==> src/rtl/pc_unit_param_if.sv <==
// Bus between the control/ALU side and the program-counter unit.
// The master drives next-PC selection and trap control; the slave returns the PC state.
interface pc_unit_param_if #(
    parameter int XLEN = 32
);
    logic            stall;
    logic [1:0]      next_sel;
    logic            branch_taken;
    logic [XLEN-1:0] branch_off;
    logic [25:0]     jump_idx;
    logic [XLEN-1:0] jr_addr;
    logic            exc_req;
    logic            trap_ack;
    logic [XLEN-1:0] pc;
    logic [XLEN-1:0] pc_plus_step;
    logic            in_trap;
    logic            misaligned;
    logic [31:0]     instr_count;

    modport master (
        output stall, next_sel, branch_taken, branch_off, jump_idx, jr_addr, exc_req, trap_ack,
        input  pc, pc_plus_step, in_trap, misaligned, instr_count
    );

    modport slave (
        input  stall, next_sel, branch_taken, branch_off, jump_idx, jr_addr, exc_req, trap_ack,
        output pc, pc_plus_step, in_trap, misaligned, instr_count
    );
endinterface

==> src/rtl/pc_unit_param.sv <==
// Program-counter unit: PC register, PC+STEP adder and next-PC select,
// with a RUN/TRAP state machine entered on misaligned targets or exception requests.
//
// state | meaning
// RUN   | PC advances each unstalled cycle to the selected target
// TRAP  | PC parked at EXC_VEC until trap_ack
module pc_unit_param #(
    parameter int              XLEN      = 32,
    parameter int              STEP      = 4,
    parameter logic [XLEN-1:0] RESET_VEC = XLEN'(32'h0000_0000),
    parameter logic [XLEN-1:0] EXC_VEC   = XLEN'(32'h0000_0080)
) (
    input  logic           clk,
    input  logic           rst,
    pc_unit_param_if.slave bus
);
    localparam int              SHIFT      = $clog2(STEP);
    localparam logic [XLEN-1:0] STEP_V     = XLEN'(STEP);
    localparam logic [XLEN-1:0] ALIGN_MASK = XLEN'(STEP - 1);
    // Bits replaced by the J-type index; above them the upper pc_plus_step bits are kept.
    localparam logic [XLEN-1:0] JMP_MASK   = (XLEN > 28) ? XLEN'(32'h0FFF_FFFF) : {XLEN{1'b1}};

    typedef enum logic {
        ST_RUN,
        ST_TRAP
    } state_t;

    state_t          state_q, state_d;
    logic [XLEN-1:0] pc_q, pc_d;
    logic            misaligned_q, misaligned_d;
    logic [31:0]     count_q, count_d;

    logic [XLEN-1:0] pc_plus_step;
    logic [XLEN-1:0] jmp_field;
    logic [XLEN-1:0] target;

    assign pc_plus_step = pc_q + STEP_V;
    assign jmp_field    = XLEN'({bus.jump_idx, 2'b00});

    always_comb begin
        target = pc_plus_step;
        case (bus.next_sel)
            2'd1: if (bus.branch_taken) target = pc_plus_step + (bus.branch_off << SHIFT);
            2'd2: target = (pc_plus_step & ~JMP_MASK) | (jmp_field & JMP_MASK);
            2'd3: target = bus.jr_addr;
            default: target = pc_plus_step;
        endcase
    end

    always_comb begin
        state_d      = state_q;
        pc_d         = pc_q;
        misaligned_d = misaligned_q;
        count_d      = count_q;
        case (state_q)
            ST_RUN: begin
                if (bus.exc_req) begin
                    pc_d    = EXC_VEC;
                    state_d = ST_TRAP;
                end else if (!bus.stall) begin
                    if ((target & ALIGN_MASK) != '0) begin
                        misaligned_d = 1'b1;
                        pc_d         = EXC_VEC;
                        state_d      = ST_TRAP;
                    end else begin
                        pc_d = target;
                        if (count_q != 32'hFFFF_FFFF) count_d = count_q + 32'd1;
                    end
                end
            end
            ST_TRAP: begin
                pc_d = EXC_VEC;
                if (bus.trap_ack) state_d = ST_RUN;
            end
            default: begin
                pc_d    = EXC_VEC;
                state_d = ST_TRAP;
            end
        endcase
    end

    always_ff @(posedge clk or posedge rst) begin
        if (rst) begin
            state_q      <= ST_RUN;
            pc_q         <= RESET_VEC;
            misaligned_q <= 1'b0;
            count_q      <= 32'd0;
        end else begin
            state_q      <= state_d;
            pc_q         <= pc_d;
            misaligned_q <= misaligned_d;
            count_q      <= count_d;
        end
    end

    assign bus.pc           = pc_q;
    assign bus.pc_plus_step = pc_plus_step;
    assign bus.in_trap      = (state_q == ST_TRAP);
    assign bus.misaligned   = misaligned_q;
    assign bus.instr_count  = count_q;
endmodule

==> src/flat_wrapper.sv <==
// flat-port wrapper written by rule: the top's interface ports become plain ports
module pc_unit_param_flat 
#(
    parameter int              XLEN      = 32,
    parameter int              STEP      = 4,
    parameter logic [XLEN-1:0] RESET_VEC = XLEN'(32'h0000_0000),
    parameter logic [XLEN-1:0] EXC_VEC   = XLEN'(32'h0000_0080)
)
  (clk, rst, bus_stall, bus_next_sel, bus_branch_taken, bus_branch_off, bus_jump_idx, bus_jr_addr, bus_exc_req, bus_trap_ack, bus_pc, bus_pc_plus_step, bus_in_trap, bus_misaligned, bus_instr_count);
  pc_unit_param_if #(.XLEN(XLEN)) bus_i ();
  input  logic clk;
  input  logic rst;
  input wire logic [$bits(bus_i.stall)-1:0] bus_stall;
  input wire logic [$bits(bus_i.next_sel)-1:0] bus_next_sel;
  input wire logic [$bits(bus_i.branch_taken)-1:0] bus_branch_taken;
  input wire logic [$bits(bus_i.branch_off)-1:0] bus_branch_off;
  input wire logic [$bits(bus_i.jump_idx)-1:0] bus_jump_idx;
  input wire logic [$bits(bus_i.jr_addr)-1:0] bus_jr_addr;
  input wire logic [$bits(bus_i.exc_req)-1:0] bus_exc_req;
  input wire logic [$bits(bus_i.trap_ack)-1:0] bus_trap_ack;
  output wire logic [$bits(bus_i.pc)-1:0] bus_pc;
  output wire logic [$bits(bus_i.pc_plus_step)-1:0] bus_pc_plus_step;
  output wire logic [$bits(bus_i.in_trap)-1:0] bus_in_trap;
  output wire logic [$bits(bus_i.misaligned)-1:0] bus_misaligned;
  output wire logic [$bits(bus_i.instr_count)-1:0] bus_instr_count;
  assign bus_i.stall = bus_stall;
  assign bus_i.next_sel = bus_next_sel;
  assign bus_i.branch_taken = bus_branch_taken;
  assign bus_i.branch_off = bus_branch_off;
  assign bus_i.jump_idx = bus_jump_idx;
  assign bus_i.jr_addr = bus_jr_addr;
  assign bus_i.exc_req = bus_exc_req;
  assign bus_i.trap_ack = bus_trap_ack;
  assign bus_pc = bus_i.pc;
  assign bus_pc_plus_step = bus_i.pc_plus_step;
  assign bus_in_trap = bus_i.in_trap;
  assign bus_misaligned = bus_i.misaligned;
  assign bus_instr_count = bus_i.instr_count;
  pc_unit_param #(.XLEN(XLEN), .STEP(STEP), .RESET_VEC(RESET_VEC), .EXC_VEC(EXC_VEC)) u_core (.clk(clk), .rst(rst), .bus(bus_i));
endmodule
==> config.mk <==
export PLATFORM = sky130hd
export DESIGN_NAME = pc_unit_param_flat
export DESIGN_NICKNAME = d
export VERILOG_FILES = /design/src/rtl/pc_unit_param_if.sv /design/src/rtl/pc_unit_param.sv /design/src/flat_wrapper.sv
export SDC_FILE = /design/constraint.sdc
export NUM_CORES = 1
export LEC_CHECK = 0
export ABC_AREA = 1
export BUFFER_PORTS_ARGS = -buffer_cell sky130_fd_sc_hd__buf_2
export CORE_AREA = 4 4 144 112
export CTS_BUF_LIST = sky130_fd_sc_hd__clkbuf_8
export CTS_CLUSTER_DIAMETER = 80
export DETAILED_ROUTE_END_ITERATION = 12
export DIE_AREA = 0 0 148 116
export PLACE_DENSITY = 0.78
export SETUP_SLACK_MARGIN = 0.05
export SLEW_MARGIN = 5
export SYNTH_ARGS = -nofsm -noshare
export SYNTH_HDL_FRONTEND = slang
export SYNTH_SLANG_ARGS = --single-unit
export TNS_END_PERCENT = 50
==> constraint.sdc <==
create_clock -name clk -period 3.5 [get_ports clk]
set_input_delay 0.7 -clock clk [delete_from_list [all_inputs] [get_ports clk]]
set_output_delay 0.7 -clock clk [all_outputs]
set_load 0.01 [all_outputs]
==> flow_metrics.tcl <==
set metrics [dict create \
    yosysMostFrequentCell "nand2_1" \
    synth_top_area_share_pct 23.3 \
    num_vias 8462 \
    ant_nets 0 \
    htreeDepth 3 \
    clock_skew_ps 10.4 \
    cap_violations 0 \
    rr_startpoint "u_core.bus.pc[3]" \
    ir_drop_mv 0.211 \
    drtIter0Drc 859 \
    synth-async-reset-ratio_pct 100 \
    syn_avg_cell_area_sq_um 6.00 \
    worst_ep_arrival_time_ps 3540 \
    seqCellArea_sq_um 1660 \
    setup.worst_path.start_class "flip-flop" \
    synth_edf_count 0 \
    finalSetupTns_ps 0 \
    finalSetupViolCount 0 \
    track_usage_pct 28.8 \
    p_leak_nw 5.07 \
    fp.dieArea_sq_um 17200 \
    synth_seq_cells 66 \
    layout-drive-gt1-share_pct 21.2 \
    clk_pin_slew_ps 80 \
    cts_sinks 66 \
    firstDrtPassIters 6 \
    ys.flop_type "dfrtp_1" \
    synthCells 1180 \
    cts-buffers-inserted 9 \
    io_pins 196 \
    core-area_sq_um 14800 \
    gp_congestion 1.04 \
    rsz0062_at_grt "true" \
    cts_tree "yes" \
    nNetsFinal 1520 \
    hold_path_class "input port to asynchronous set/reset pin" \
    ys_warn_count 0 \
    power_mw 2.22 \
    initial_core_util_pct 47.7 \
    antenna_found_initial 0 \
    overflow 0 \
    hold_buffers 0 \
    finalMaxSlewViolations 0 \
    clock_path_buffers 2 \
    synthesis.nets 1314 \
    worst_pin_slew_ps 561 \
    fillers 1516 \
    grt_pass1_wl_mm 39.2 \
    viasPerCell 5.30 \
    clock.fmax_mhz 303 \
    finalHoldViolCount 0 \
    hpwl_mm 20.7 \
    netlist_top_cells_area "dfrtp_1 23%, nand2_1 22%, inv_1 8.9%, nor2_1 6.4%, ha_1 6.2%" \
    yosysUniqueCellTypes 47 \
    die_x_um 148 \
    die_y_um 116 \
    period_minus_slack_ps 3310 \
    yosys.area.top_type "dfrtp_1" \
    clock_latency_ps 340 \
    status "complete, no violations" \
    cp_data_required_time_ps 3730 \
    drc 0 \
    totalWireLength_mm 25.3 \
    endpoint_kind "flip-flop" \
    cp-startpoint "u_core.bus.pc[3]" \
    crit_path_max_fanout 5 \
    clockRootBuffer "clkbuf_8" \
    finalCritPeriodShare_pct 94.4 \
    wl_per_cell_um 15.8 \
    grt_pass1_vias 7461 \
    worst-setup-path-type "flip-flop to flip-flop" \
    diodes 0 \
    port_buffers 193 \
    cellPowerDensity_nw_per_um2 256 \
    max-slew-margin-rel_pct 62.5 \
    multi_input_area_sq_um 4780 \
    synthToLayoutAreaGrowth_pct 22.8 \
    rows 39 \
    syn_area_sq_um 7080 \
    synth_common_cells "417 x nand2_1, 168 x inv_1, 121 x nor2_1" \
    ys_seq_area_share_pct 23.3 \
    grt_start_max_net_pins 33 \
]
## layout make-up
class | instances | area share [%]
Clock inverter | 5 | 0.532
Sequential cell | 66 | 19.1
Multi-Input combinational cell | 918 | 54.9
Inverter | 172 | 7.42
Tap cell | 205 | 2.95
Timing Repair Buffer | 219 | 13.3
Clock buffer | 11 | 1.74
## report_power, final
part / internal, mW / total (mW) / switching [mW]
registers: 0.812 / 0.879 / 0.0668
clock network: 0.360 / 0.647 / 0.287
logic: 0.255 / 0.697 / 0.441
total: 1.43 / 2.22 / 0.795
## cells by family after synthesis
kind of cell             after synthesis  synth area share [%]
AO/OA/AOI/OAI                        147                  11.3
flip-flops                            66                  23.3
AND/OR/NAND/NOR                      681                  41.2
adder cells (fa/ha/maj)               36                  6.47
buffers and inverters                196                  10.8
XOR/XNOR                              54                  6.89
## registers in the layout (all words and copies together) (netlist names)
register,count
u_core.bus.pc,32
u_core.bus.in_trap,1
u_core.bus.instr_count,32
u_core.bus.misaligned,1
## cell usage in the layout, fill, tap and decap left out, drive strengths merged
master	count
nand4	20
nor2	131
or3	1
o21bai	5
xor2	29
bufinv	1
nand3	76
a21oi	61
nor4	2
ha	35
or2	4
o211ai	4
o221ai	4
and3	1
clkbuf	11
clkinv	3
a32o	1
nor3	19
inv	173
dfrtp	66
nand2	423
nand3b	2
buf	219
o21ai	64
a31o	1
fa	1
a21o	2
xnor2	25
o31ai	1
a22oi	1
and2	2
o22ai	1
a31oi	2
## critical path: stages, from the launching register on
cell,delay (ps)
dfrtp_1,410
ha_2,230
nand3_2,120
inv_1,120
nand3_2,130
nor2_1,190
xor2_2,230
inv_1,80
ha_1,360
nand2_1,140
nor2_1,170
inv_1,100
nor2_1,230
nand3b_1,200
nand4_1,140
nand3_1,100
nand3_1,90
nand2_1,60
nand2_1,60
nand2_1,50
## what timing repair did
item / 4_1_cts / 5_1_grt
endpoints found under the setup margin: 0 / 17
resized for setup: 0 / 32
setup buffers: 0 / 1
## metal layers
layer  part of all wire (%)  wire [um]  GRT usage (%)
met1                     45      11400           42.5
met3                     11       2850           6.84
met5                      0          0              0
met2                     42      10600           43.3
met4                    1.8        446           5.42
## final timing paths
path                                              end  slack [ps]  depth (start not counted)
setup / recovery                    u_core.bus.pc[21]         190                         19
hold / removal             u_core.bus.instr_count[23]         320                          2
setup reg to reg                    u_core.bus.pc[21]         190                         19
hold reg to reg                 u_core.bus.misaligned         480                          1
max in group asynchronous           u_core.bus.pc[20]        2430                          3
min in group clk                u_core.bus.misaligned         480                          1
## stage by stage
step	hold WS, ps	instances	instance area (sq um)	setup WS (ps)	util (%)
2_1_floorplan	503	1180	7080	688	-
3_3_place_gp	454	1579	8370	297	56.4
3_5_place_dp	467	1579	8370	227	56.4
4_1_cts	324	1595	8570	166	57.8
5_1_grt	343	1596	8700	-23.6	58.6
6_report	319	1596	8700	195	58.6
Power figures use the tool's default switching activity.
